===== src/rtl/piso_serializer.sv =====
// piso_serializer: parallel-in / serial-out shifter with a valid/ready intake.
// One word of NBITS bits is latched on accept. It is then shifted out one bit per
// shift_en strobe, in the bit order that was selected at accept time.
// Optional feature macro: PISO_PARITY_EN. When it is defined, an even-parity bit
// is sent after the last data bit of every word.
module piso_serializer #(
  parameter int unsigned NBITS      = 8,
  parameter logic        IDLE_LEVEL = 1'b0
) (
  input  logic             clk,
  input  logic             clr,
  input  logic             in_valid,
  output logic             in_ready,
  input  logic [NBITS-1:0] in_data,
  input  logic             msb_first,
  input  logic             shift_en,
  output logic             sout,
  output logic             sout_valid,
  output logic             last,
  output logic             busy
);

  localparam int unsigned   CW       = (NBITS > 1) ? $clog2(NBITS) : 1;
  localparam logic [CW-1:0] LAST_IDX = CW'(NBITS - 1);

`ifdef PISO_PARITY_EN
  typedef enum logic [1:0] {
    IDLE   = 2'd0,
    SHIFT  = 2'd1,
    PARITY = 2'd2
  } state_t;
`else
  typedef enum logic {
    IDLE  = 1'b0,
    SHIFT = 1'b1
  } state_t;
`endif

  // Bit currently at the output end of the shift register for the latched order.
  function automatic logic head_bit(input logic [NBITS-1:0] w, input logic msb);
    return msb ? w[NBITS-1] : w[0];
  endfunction

  // Move the next bit into the output position. The vacated end is filled with zero.
  function automatic logic [NBITS-1:0] advance(input logic [NBITS-1:0] w, input logic msb);
    return msb ? {w[NBITS-2:0], 1'b0} : {1'b0, w[NBITS-1:1]};
  endfunction

  state_t            state_q, state_d;
  logic [NBITS-1:0]  shreg_q, shreg_d;
  logic              msb_q,   msb_d;
  logic [CW-1:0]     cnt_q,   cnt_d;
`ifdef PISO_PARITY_EN
  logic              par_q,   par_d;
`endif
  logic              sout_q,  sout_d;
  logic              sv_q,    sv_d;
  logic              last_q,  last_d;
  logic              busy_q,  busy_d;
  logic              accept;
  logic              load;

  // The intake is open when the block is idle. It is also open on the final bit's
  // strobe, so that a back-to-back word can follow without a gap.
  assign in_ready = (state_q == IDLE) || (last_q && shift_en);
  assign accept   = in_valid && in_ready;

  // Next-state logic, followed by the registered output values for that next state.
  always_comb begin
    state_d = state_q;
    shreg_d = shreg_q;
    msb_d   = msb_q;
    cnt_d   = cnt_q;
`ifdef PISO_PARITY_EN
    par_d   = par_q;
`endif
    load    = 1'b0;

    unique case (state_q)
      IDLE: begin
        // shift_en has no effect here. An accepted word shows its first bit next cycle.
        load = accept;
      end
      SHIFT: begin
        if (shift_en) begin
          if (cnt_q != LAST_IDX) begin
            shreg_d = advance(shreg_q, msb_q);
            cnt_d   = cnt_q + CW'(1);
          end else begin
`ifdef PISO_PARITY_EN
            state_d = PARITY;
`else
            if (accept) begin
              load = 1'b1;
            end else begin
              state_d = IDLE;
            end
`endif
          end
        end
      end
`ifdef PISO_PARITY_EN
      PARITY: begin
        if (shift_en) begin
          if (accept) begin
            load = 1'b1;
          end else begin
            state_d = IDLE;
          end
        end
      end
`endif
      default: begin
        state_d = IDLE;
      end
    endcase

    if (load) begin
      state_d = SHIFT;
      shreg_d = in_data;
      msb_d   = msb_first;
      cnt_d   = '0;
`ifdef PISO_PARITY_EN
      par_d   = ^in_data;
`endif
    end

    sout_d = IDLE_LEVEL;
    sv_d   = 1'b0;
    last_d = 1'b0;
    busy_d = 1'b0;
    unique case (state_d)
      SHIFT: begin
        sout_d = head_bit(shreg_d, msb_d);
        sv_d   = 1'b1;
        busy_d = 1'b1;
`ifdef PISO_PARITY_EN
        last_d = 1'b0;
`else
        last_d = (cnt_d == LAST_IDX);
`endif
      end
`ifdef PISO_PARITY_EN
      PARITY: begin
        sout_d = par_d;
        sv_d   = 1'b1;
        last_d = 1'b1;
        busy_d = 1'b1;
      end
`endif
      default: begin
        sout_d = IDLE_LEVEL;
      end
    endcase
  end

  // State and output registers. clr aborts any word and takes priority over everything else.
  always_ff @(posedge clk) begin
    if (clr) begin
      state_q <= IDLE;
      shreg_q <= '0;
      msb_q   <= 1'b0;
      cnt_q   <= '0;
`ifdef PISO_PARITY_EN
      par_q   <= 1'b0;
`endif
      sout_q  <= IDLE_LEVEL;
      sv_q    <= 1'b0;
      last_q  <= 1'b0;
      busy_q  <= 1'b0;
    end else begin
      state_q <= state_d;
      shreg_q <= shreg_d;
      msb_q   <= msb_d;
      cnt_q   <= cnt_d;
`ifdef PISO_PARITY_EN
      par_q   <= par_d;
`endif
      sout_q  <= sout_d;
      sv_q    <= sv_d;
      last_q  <= last_d;
      busy_q  <= busy_d;
    end
  end

  assign sout       = sout_q;
  assign sout_valid = sv_q;
  assign last       = last_q;
  assign busy       = busy_q;

endmodule


===== config.mk =====
export PLATFORM = sky130hd
export DESIGN_NAME = piso_serializer
export DESIGN_NICKNAME = d
export VERILOG_FILES = /design/src/rtl/piso_serializer.sv
export SDC_FILE = /design/constraint.sdc
export NUM_CORES = 1
export LEC_CHECK = 0
export ABC_AREA = 1
export ABC_CLOCK_PERIOD_IN_PS = 1550
export CORE_ASPECT_RATIO = 1.4
export CORE_MARGIN = 2
export CORE_UTILIZATION = 44
export CTS_CLUSTER_DIAMETER = 30
export DETAILED_ROUTE_END_ITERATION = 8
export GPL_ROUTABILITY_DRIVEN = 0
export GPL_TIMING_DRIVEN = 0
export PLACE_DENSITY_LB_ADDON = 0.08
export SYNTH_ARGS = -nofsm -noshare
export SYNTH_HDL_FRONTEND = slang
export SYNTH_SLANG_ARGS = --single-unit

===== constraint.sdc =====
create_clock -name clk -period 1.55 [get_ports clk]
set_clock_uncertainty 0.1 [all_clocks]
set_input_delay 0.31 -clock clk [delete_from_list [all_inputs] [get_ports clk]]
set_output_delay 0.31 -clock clk [all_outputs]
set_load 0.02 [all_outputs]

==> impl_metrics.env <==
export IMPL_status="finished, final reports clean"
export IMPL_grt_pass1_vias=804
export IMPL_place_hpwl_microns=1450
export IMPL_clock_latency_ps=280
export IMPL_grt_overflow_total=0
export IMPL_final_period_utilization_pct=96.2
export IMPL_start_kind="flop"
export IMPL_antenna_found_initial=0
export IMPL_crit_arrival_ps=1080
export IMPL_syn_area_per_cell_sq_um=6.52
export IMPL_synth_edff_count=0
export IMPL_met1Wirelength_microns=797
export IMPL_root_buffer="clkbuf_4"
export IMPL_port_buffers=17
export IMPL_cts_tree="done"
export IMPL_async_reset_ff_share_pct=0
export IMPL_row_count=18
export IMPL_rr_startpoint="cnt_q[0]"
export IMPL_holdWs_ps=376
export IMPL_synthFlopType="dfxtp_1"
export IMPL_ys_seq_area_share_pct=35.1
export IMPL_worstHoldStart="shreg_q[3]"
export IMPL_synth_area_top_cells="dfxtp_1, nand2_1, o21ai_0"
export IMPL_worst_path_buf_inv=2
export IMPL_setup_tns_final_ps=0
export IMPL_hold_viol_final=0
export IMPL_drt_wirelength_per_cell_microns=10.5
export IMPL_synth_commonest_cells="nand2_1, dfxtp_1, o21ai_0, inv_1"
export IMPL_ios=18
export IMPL_yosys_warnings=0
export IMPL_clk_path_buf_depth=2
export IMPL_hold_buffers=0
export IMPL_cts_buffers=3
export IMPL_htree_levels=1
export IMPL_die_height_microns=56.1
export IMPL_finalPower_uw=904
export IMPL_synth_seq_cells=15
export IMPL_ys_types=22
export IMPL_grt_pass1_wl_microns=3060
export IMPL_synth_top_area_share_pct=35.1
export IMPL_vias=871
export IMPL_fmax_ghz=0.671
export IMPL_fin_util_pct=63.8
export IMPL_grtUsageTotal_pct=18.2
export IMPL_grt_max_degree=11
export IMPL_p_per_area_nw_per_um2=786
export IMPL_hold_path_class="flop to flop"
export IMPL_synth_cells=131
export IMPL_syn2layout_area_growth_pct=34.6
export IMPL_layout_min_cycle_time_ps=1490
export IMPL_slew_headroom_pct=69.3
export IMPL_slew_viol_final=0
export IMPL_initial_core_util_pct=47.4
export IMPL_core_region_area_sq_um=1800
export IMPL_cts_sinks=15
export IMPL_fin_area_sq_um=1150
export IMPL_peakVddDrop_uv=497
export IMPL_maxUsedRoutingLayer="met4"
export IMPL_leakage_nw=0.554
export IMPL_critPathMaxStageDelay_ps=400
export IMPL_path_delay_family="flip-flops"
export IMPL_die_area_sq_um=2320
export IMPL_wl_met3_microns=80
export IMPL_synth_fp_nets=145
export IMPL_insertedDiodeCount=0
export IMPL_crit_path_end_kind="output port"
export IMPL_drtIter0Drc=11
export IMPL_fin_nets=173
export IMPL_synthesis_area_sq_um=855
export IMPL_drt_pass1_iterations=4
export IMPL_crit_required_ps=1140
export IMPL_startpoint="state_q"
export IMPL_drive_gt1_share_pct=19.0
export IMPL_postRouteAntennaNets=0
export IMPL_setup_viol=0
export IMPL_synth_top_cell_by_area="dfxtp_1"
export IMPL_wirelength_microns=1870
export IMPL_wl_met2_microns=973
export IMPL_path_cells="buf_4 -> clkdlybuf4s15_1"
export IMPL_critPathSlowestCell="dfxtp_4"
export IMPL_clk_pin_slew_ps=90
export IMPL_maxCapViolCount=0
export IMPL_dieWidth_microns=41.2
export IMPL_worstSetupPathType="flop to output port"
export IMPL_synth_most_common_cell="nand2_1"
export IMPL_viasPerCell=4.89
export IMPL_worst_pin_slew_ps=461
export IMPL_rsz0062_at_grt="false"
export IMPL_place_area_sq_um=1050
export IMPL_critPathMaxFanout=7
export IMPL_drc=0
-- cell type report --
cell class,count,area (sq um)
Buffer,4,27.5
Clock buffer,3,22.5
Clock inverter,1,5.00
Fill cell,191,652
Inverter,16,62.6
Multi-Input combinational cell,96,489
Sequential cell,15,307
Tap cell,20,25.0
Timing Repair Buffer,23,211
-- sequential cells by signal, indices dropped and copies added, names as in the netlist --
name and flops:
cnt_q 3, msb_q 1, shreg_q 8, state_q 1, last 1, sout 1
-- repair_timing --
action                     in CTS  in global routing
pin swaps                       3                  2
resized for setup              15                 11
buffers inserted                6                  0
setup endpoints to repair      12                 11
gates cloned                    0                  0
-- layer usage --
metal / global-route usage (%) / vias to the layer above
met2: 33.7 / 18
met3: 2.40 / 4
li1: - / 465
met5: 0 / -
met1: 19.2 / 384
met4: 5.53 / 0
-- tightest hold or removal path, stage by stage (launching register included) --
cell and delay (ps):
dfxtp_1 320, nand2_1 60, a21oi_1 50
-- power breakdown --
part           switching [mW]  leakage (nW)  internal, mW
Clock                   0.125        0.0177        0.0957
Sequential             0.0207         0.125         0.416
Combinational           0.133         0.411         0.114
-- cell families after synthesis --
family | Yosys count | synth area share, %
buffers and inverters | 20 | 10.4
AO/OA/AOI/OAI | 24 | 17.0
flip-flops | 15 | 35.1
adder cells (fa/ha/maj) | 1 | 1.46
XOR/XNOR | 1 | 1.03
AND/OR/NAND/NOR | 70 | 35.0
-- cells in the final DEF (no fill, tap or decap) --
master / netlist / layout
ha_4: 0 / 1
nor3_1: 2 / 2
o21ai_0: 15 / 12
dfxtp_2: 0 / 2
dlygate4sd2_1: 0 / 3
or2_0: 1 / 1
inv_2: 1 / 3
a21oi_4: 1 / 1
nand2_2: 3 / 3
a21oi_1: 7 / 6
o21ai_1: 0 / 3
buf_2: 1 / 1
clkdlybuf4s15_1: 0 / 1
nand3_1: 4 / 4
dfxtp_4: 0 / 1
o21bai_4: 1 / 1
clkbuf_1: 1 / 1
buf_4: 1 / 8
nand2_4: 1 / 2
a21oi_2: 0 / 1
nor2_1: 7 / 7
buf_6: 1 / 1
dfxtp_1: 15 / 12
dlymetal6s2s_1: 0 / 1
nand3b_1: 3 / 3
clkinv_2: 1 / 1
clkbuf_4: 0 / 3
inv_1: 14 / 12
xor2_1: 1 / 1
nand2_1: 49 / 48
clkdlybuf4s50_1: 0 / 11
inv_4: 0 / 1
-- path summary, 6_finish.rpt --
path	endpoint	slack [ps]	depth (start not counted)
min reg2reg	shreg_q[3]	380	2
min	shreg_q[3]	380	2
max	sout_valid	60	2
max reg2reg	shreg_q[4]	90	7
-- per-stage QoR --
step / cells / setup WS [ps]
after global placement: 168 / -474
after global routing: 178 / 10.8
final: 178 / 59.4
after CTS: 178 / -1.43
after detailed placement: 168 / -476
after floorplan: 131 / 87.7
No activity file was read; power rests on OpenSTA's default activity.
